File: src/rtl/signed_shift_add_mult_pkg.sv
// signed_mult_pkg
// Shared definitions for the shift-add signed multiplier: controller state
// encoding, the default operand width and the iteration-counter width helper.
// No ports.
package signed_mult_pkg;

  localparam int DEFAULT_WORD_LENGTH = 8;

  typedef enum logic [2:0] {
    IDLE     = 3'd0,
    LOAD     = 3'd1,
    CALC     = 3'd2,
    FIX_SIGN = 3'd3,
    DONE     = 3'd4
  } state_t;

  // Width of a counter that indexes 0..word_length-1; never narrower than 1.
  function automatic int count_width(input int word_length);
    return (word_length > 1) ? $clog2(word_length) : 1;
  endfunction

endpackage

File: src/rtl/signed_shift_add_mult_if.sv
// signed_shift_add_mult_if
// Start/done request bus between a requester (register file, test FSM) and
// the shift-add multiplier.
//   start        requester -> multiplier  request, honoured only when idle
//   multiplicand requester -> multiplier  signed operand A
//   multiplier   requester -> multiplier  signed operand B
//   busy         multiplier -> requester  operation in progress
//   done         multiplier -> requester  one-cycle product-valid pulse
//   product      multiplier -> requester  signed 2*WORD_LENGTH result
interface signed_shift_add_mult_if #(
  parameter int WORD_LENGTH = signed_mult_pkg::DEFAULT_WORD_LENGTH
);
  logic                       start;
  logic [WORD_LENGTH-1:0]     multiplicand;
  logic [WORD_LENGTH-1:0]     multiplier;
  logic                       busy;
  logic                       done;
  logic [2*WORD_LENGTH-1:0]   product;

  modport master (
    output start, multiplicand, multiplier,
    input  busy, done, product
  );

  modport slave (
    input  start, multiplicand, multiplier,
    output busy, done, product
  );
endinterface

File: src/rtl/signed_shift_add_mult_mag_to_signed.sv
// mag_to_signed
// Combinational conditional two's-complement negation.
//   neg    in   1      negate when high
//   mag    in   WIDTH  unsigned magnitude (or two's-complement value)
//   value  out  WIDTH  neg ? -mag : mag
// Negation is its own inverse, so the same block also turns a signed operand
// into its magnitude when neg is the operand's sign bit. The most-negative
// value maps onto itself, which read as unsigned is the correct magnitude.
module mag_to_signed #(
  parameter int WIDTH = 8
) (
  input  logic             neg,
  input  logic [WIDTH-1:0] mag,
  output logic [WIDTH-1:0] value
);

  assign value = neg ? (~mag + WIDTH'(1)) : mag;

endmodule

File: src/rtl/signed_shift_add_mult.sv
// signed_shift_add_mult
// Sequential signed multiplier: sign/magnitude split, WORD_LENGTH cycles of
// shift-and-add on the magnitudes through one adder, then sign re-applied.
//   clk    in   system clock, rising edge
//   rst_n  in   asynchronous active-low reset
//   bus    slave modport of signed_shift_add_mult_if (start/operands in,
//          busy/done/product out)
//
// state    | meaning
// ---------+--------------------------------------------------------------
// IDLE     | waiting for start; operands captured on the accepting edge
// LOAD     | operand magnitudes and result sign registered, acc cleared
// CALC     | one partial product per cycle, WORD_LENGTH cycles
// FIX_SIGN | signed product registered from acc
// DONE     | done pulse, product valid; back to IDLE
module signed_shift_add_mult
  import signed_mult_pkg::*;
#(
  parameter int WORD_LENGTH = DEFAULT_WORD_LENGTH
) (
  input  logic                   clk,
  input  logic                   rst_n,
  signed_shift_add_mult_if.slave bus
);

  localparam int W  = WORD_LENGTH;
  localparam int CW = count_width(WORD_LENGTH);
  localparam logic [CW-1:0] LAST = CW'(WORD_LENGTH - 1);

  state_t          state, state_next;
  logic [W-1:0]    op_a, op_b;
  logic [W-1:0]    mag_a_in, mag_b_in;
  logic [W-1:0]    mag_a, mag_b;
  logic            neg;
  logic [2*W-1:0]  acc;
  logic [2*W-1:0]  partial;
  logic [2*W-1:0]  signed_acc;
  logic [2*W-1:0]  product_q;
  logic [CW-1:0]   count;

  mag_to_signed #(.WIDTH(W)) u_mag_a (
    .neg   (op_a[W-1]),
    .mag   (op_a),
    .value (mag_a_in)
  );

  mag_to_signed #(.WIDTH(W)) u_mag_b (
    .neg   (op_b[W-1]),
    .mag   (op_b),
    .value (mag_b_in)
  );

  mag_to_signed #(.WIDTH(2*W)) u_fix_sign (
    .neg   (neg),
    .mag   (acc),
    .value (signed_acc)
  );

  assign partial = {{W{1'b0}}, mag_a} << count;

  always_ff @(posedge clk or negedge rst_n) begin
    if (!rst_n) state <= IDLE;
    else        state <= state_next;
  end

  always_comb begin
    state_next = state;
    case (state)
      IDLE:     if (bus.start) state_next = LOAD;
      LOAD:     state_next = CALC;
      CALC:     if (count == LAST) state_next = FIX_SIGN;
      FIX_SIGN: state_next = DONE;
      DONE:     state_next = IDLE;
      default:  state_next = IDLE;
    endcase
  end

  always_ff @(posedge clk or negedge rst_n) begin
    if (!rst_n) begin
      op_a      <= '0;
      op_b      <= '0;
      mag_a     <= '0;
      mag_b     <= '0;
      neg       <= 1'b0;
      acc       <= '0;
      count     <= '0;
      product_q <= '0;
    end else begin
      case (state)
        IDLE: begin
          if (bus.start) begin
            op_a <= bus.multiplicand;
            op_b <= bus.multiplier;
          end
        end
        LOAD: begin
          mag_a <= mag_a_in;
          mag_b <= mag_b_in;
          neg   <= op_a[W-1] ^ op_b[W-1];
          acc   <= '0;
          count <= '0;
        end
        CALC: begin
          if (mag_b[0]) acc <= acc + partial;
          mag_b <= mag_b >> 1;
          count <= count + CW'(1);
        end
        FIX_SIGN: product_q <= signed_acc;
        default: ;
      endcase
    end
  end

  assign bus.busy    = (state != IDLE);
  assign bus.done    = (state == DONE);
  assign bus.product = product_q;

endmodule

File: src/flat_wrapper.sv
// flat-port wrapper written by rule: the top's interface ports become plain ports
module signed_shift_add_mult_flat import signed_mult_pkg::*;
#(
  parameter int WORD_LENGTH = DEFAULT_WORD_LENGTH
)
  (clk, rst_n, bus_start, bus_multiplicand, bus_multiplier, bus_busy, bus_done, bus_product);
  signed_shift_add_mult_if #(.WORD_LENGTH(WORD_LENGTH)) bus_i ();
  input  logic clk;
  input  logic rst_n;
  input wire logic [$bits(bus_i.start)-1:0] bus_start;
  input wire logic [$bits(bus_i.multiplicand)-1:0] bus_multiplicand;
  input wire logic [$bits(bus_i.multiplier)-1:0] bus_multiplier;
  output wire logic [$bits(bus_i.busy)-1:0] bus_busy;
  output wire logic [$bits(bus_i.done)-1:0] bus_done;
  output wire logic [$bits(bus_i.product)-1:0] bus_product;
  assign bus_i.start = bus_start;
  assign bus_i.multiplicand = bus_multiplicand;
  assign bus_i.multiplier = bus_multiplier;
  assign bus_busy = bus_i.busy;
  assign bus_done = bus_i.done;
  assign bus_product = bus_i.product;
  signed_shift_add_mult #(.WORD_LENGTH(WORD_LENGTH)) u_core (.clk(clk), .rst_n(rst_n), .bus(bus_i));
endmodule
File: config.mk
export PLATFORM = sky130hd
export DESIGN_NAME = signed_shift_add_mult_flat
export DESIGN_NICKNAME = d
export VERILOG_FILES = /design/src/rtl/signed_shift_add_mult_pkg.sv /design/src/rtl/signed_shift_add_mult_if.sv /design/src/rtl/signed_shift_add_mult_mag_to_signed.sv /design/src/rtl/signed_shift_add_mult.sv /design/src/flat_wrapper.sv
export SDC_FILE = /design/constraint.sdc
export NUM_CORES = 1
export LEC_CHECK = 0
export ABC_AREA = 1
export BUFFER_PORTS_ARGS = -buffer_cell sky130_fd_sc_hd__clkbuf_2
export CAP_MARGIN = 10
export CORE_MARGIN = 3
export CORE_UTILIZATION = 35
export DETAILED_ROUTE_END_ITERATION = 6
export HOLD_SLACK_MARGIN = 0.12
export MAX_ROUTING_LAYER = met4
export PLACE_DENSITY = 0.65
export SLEW_MARGIN = 15
export SYNTH_ARGS = -nofsm -noshare
export SYNTH_HDL_FRONTEND = slang
export SYNTH_SLANG_ARGS = --single-unit
File: constraint.sdc
create_clock -name clk -period 2 [get_ports clk]
set_input_delay 0.2 -clock clk [delete_from_list [all_inputs] [get_ports clk]]
set_output_delay 0.2 -clock clk [all_outputs]
set_load 0.05 [all_outputs]
==> metrics <==
Worst Setup Start Kind=flop; total wire length=roughly 12 mm; GR Overflow Total=0; vias in the first global route=4282; Remaining DRCs=0; WP buf/inv=2; Synth Register Bits=71; Final Hold Fails=0; most common cell after layout, fill and taps aside=nand2_1; Worst path slowest cell=dfrtp_2; Initial Utilization=36.6%; Synthesis Warnings=0; Switching Share=47.3%; first-pass GRT wire length=19.1 mm; RR Endpoint=u_core.acc[15]; Clock Power Share=14.4%; Final period util=114%; clock skew=0.00692 ns; synthesized area per cell=7.24 µm²; mapped cell area=4510 µm²; WHS Path Cells=3; routed len/inst=between 10 and 15 µm; Sink Count=71; I/O pin total=37; post-synth net total=663; cells along the critical path=buf_6 -> mux2i_4 -> o21ai_2 -> nand2_1 -> o31ai_2 -> ha_1 -> nand2_2 -> inv_1 -> nand2_1 -> nand3_2 -> nor2_1 -> nand2_2 -> a21oi_2 -> nor2_1; routed wl met2=between 5 and 6 mm; share of layout cells above drive strength 1=30.4%; ys flop type=dfrtp_1; # diodes=0; CP arrival=between 2 and 3 ns; Layout area overhead=35.1%; Syn Inst Count=623; kind of cell adding the most delay to the critical path=simple AND/OR/NAND/NOR gates; clock period minus worst slack=2.29 ns; CTS tree=done; 1st-pass router iterations=4; Final HPWL DP=around 8.6 mm; Req. time, crit path=2.22 ns; CTS clk-pin slew, worst paths=~0.060 ns; Fillers=1205; Synth area leaders=dfrtp_1 (39%), nand2_1 (16%), inv_1 (6.2%); Hold Slack=between 0.1 and 0.15 ns; Crit. End Element=flop; status=complete, but fails checks; Leakage=3.19 nW; met1 WL=5.15 mm; violated checks=negative setup slack; Die ar.=around 14000 µm²; Die Y-Extent=119 µm; row cnt=40; RSZ-0062 raised after global routing=yes; Die X-Extent=roughly 120 µm; internal power=0.00519 W; largest net degree at the start of global routing=42; PortBufs=36; R2R cell count=14; sw power=0.00465 W; top sig layer=met4; initial antenna violation count=0; Distinct cells, synth=40; fmax=437 MHz; CTS Buf Count=9; Worst IR Drop VDD=just under 0.0007 V; crit-path max cell delay=0.44 ns; NumNets Final=770; post-detailed-route count of antenna-violating nets=0; Hold Crit Endpoint=u_core.op_b[6]; register-to-register setup slack=-0.29 ns; GPL Wtd Cong=~0.89; combinational power share=60.0%; Relative slew margins=roughly 54%; max-slew violations=0; clock latency on the worst-skew pair=~0.33 ns; sequential cell area fraction in the yosys report=39.4%; final setup vio count=13; Worst Hold Class=in -> reg; Post-Route Setup TNS=-2.39 ns; crit-path max FO=4; EDFF count, synth=0; most frequent cells in the layout=nand2_1 (161), dfrtp_1 (70), inv_1 (65); Hold Path Origin=bus_multiplier[6]; H-tree levels=3; largest area contributor in the netlist=dfrtp_1; ys async rst share=100%; Pwr per Cell Area=~1600 nW/µm²; Multi-input gate area=2730 µm²; Longest Clk Path Bufs=2; critical path class=reg -> reg; Via-to-Cell Ratio=4.86; sequential share of power=25.6%; vias post-DR=4382; register area=1780 µm²; max-cap viol count=0; CTS Root Cell=clkbuf_16; 1st-iter DRT viols=257; total track usage=16.6%; top-area cell type share of the netlist area=39.4%; worst r2r src=u_core.count[0]; fin worst setup slack=-0.289 ns; WL met3=481 µm; Worst Max-Slew Pin Slew=0.686 ns; core footprint=12300 µm²
==> final cells by class <==
class | count | share of cell area, %
flip-flops and latches | 71 | 29.2
clock inverters | 6 | 0.637
repair buffers | 109 | 13.1
clock buffers | 9 | 3.70
well taps | 168 | 3.45
multi-input cells | 457 | 44.8
inverters | 82 | 5.16
==> how the worst max path moves through the flow <==
| stage | from | end | slack [ns] | cells after the start |
|---|---|---|---|---|
| 4_1_cts | u_core.count[0] | u_core.acc[14] | -0.21 | 15 |
| 6_report | u_core.count[0] | u_core.acc[15] | -0.29 | 14 |
| 3_5_place_dp | u_core.count[0] | u_core.acc[14] | -0.45 | 15 |
| 2_1_floorplan | u_core.count[0] | u_core.acc[15] | -0.02 | 16 |
| 3_3_place_gp | u_core.count[0] | u_core.acc[10] | -0.36 | 15 |
| 5_1_grt | u_core.count[0] | u_core.acc[13] | -0.42 | 15 |
==> metrics by stage <==
stage / utilization, % / std cells / instance area, µm² / power [W] / setup slack, ns
after floorplan: - / 623 / 4530 / 0.00586 / -0.0201
after global placement: 42.3 / 860 / 5200 / 0.00726 / -0.364
after detailed placement: 42.3 / 860 / 5200 / 0.00743 / -0.446
after CTS: 47.3 / 895 / 5820 / 0.00931 / -0.207
after global routing: 49.5 / 902 / 6090 / 0.0106 / -0.417
final: 49.5 / 902 / 6090 / 0.00985 / -0.289
==> cell usage after synthesis, types with 4 or more instances <==
| cell type | n |
|---|---|
| nand2_1 | 193 |
| inv_1 | 74 |
| dfrtp_1 | 71 |
| nor2_1 | 51 |
| nand3_1 | 44 |
| o21ai_0 | 40 |
| a21oi_1 | 25 |
| ha_1 | 20 |
| xor2_1 | 11 |
| nor3_1 | 10 |
| nand4_1 | 9 |
| o21ai_1 | 8 |
| buf_2 | 6 |
| clkbuf_1 | 5 |
| inv_2 | 5 |
| mux2_2 | 5 |
| nand3b_1 | 5 |
| o22ai_1 | 5 |
| o211ai_1 | 4 |
==> per-layer routing <==
metal	track usage, %	vias to the layer above
met5	-	-
met4	4.08	0
met3	3.06	18
met2	29.0	94
met1	19.9	2027
li1	-	2243
==> tightest hold or removal path, delay by kind of cell <==
| kind | cells | cell delay [ns] |
|---|---|---|
| AO/OA/AOI/OAI | 1 | 0.10 |
| AND/OR/NAND/NOR | 1 | 0.04 |
| buffers and inverters | 1 | 0.08 |
==> logic make-up after synthesis <==
family | Yosys count | share of synthesized area (%)
mux | 8 | 1.92
flops | 71 | 39.4
fa+ha+maj | 21 | 6.00
compound gates | 92 | 11.3
simple gates | 322 | 30.3
buf+inv | 95 | 8.41
xor+xnor | 14 | 2.72
==> power by group through the flow <==
stage / logic (W) / registers, W / clock network [W]
2_1_floorplan: 0.00307 / 0.00279 / 0
3_3_place_gp: 0.00478 / 0.00247 / 0
3_5_place_dp: 0.00493 / 0.00250 / 0
4_1_cts: 0.00536 / 0.00250 / 0.00145
5_1_grt: 0.00653 / 0.00260 / 0.00151
6_report: 0.00591 / 0.00252 / 0.00142
==> sequential cells by signal, summed over array words and instances (netlist names) <==
| register | count |
|---|---|
| u_core.acc | 16 |
| u_core.bus.product | 16 |
| u_core.count | 3 |
| u_core.mag_a | 8 |
| u_core.mag_b | 8 |
| u_core.neg | 1 |
| u_core.op_a | 8 |
| u_core.op_b | 8 |
| u_core.state | 3 |
==> what timing repair did <==
item / in CTS / in global routing
endpoints found under the hold margin: 39 / 0
hold buffers: 13 / 0
gates resized for setup: 62 / 58
setup endpoints to repair: 14 / 14
pin swaps: 28 / 34
buffers inserted: 7 / 7
(Power assumes the default switching activity.)
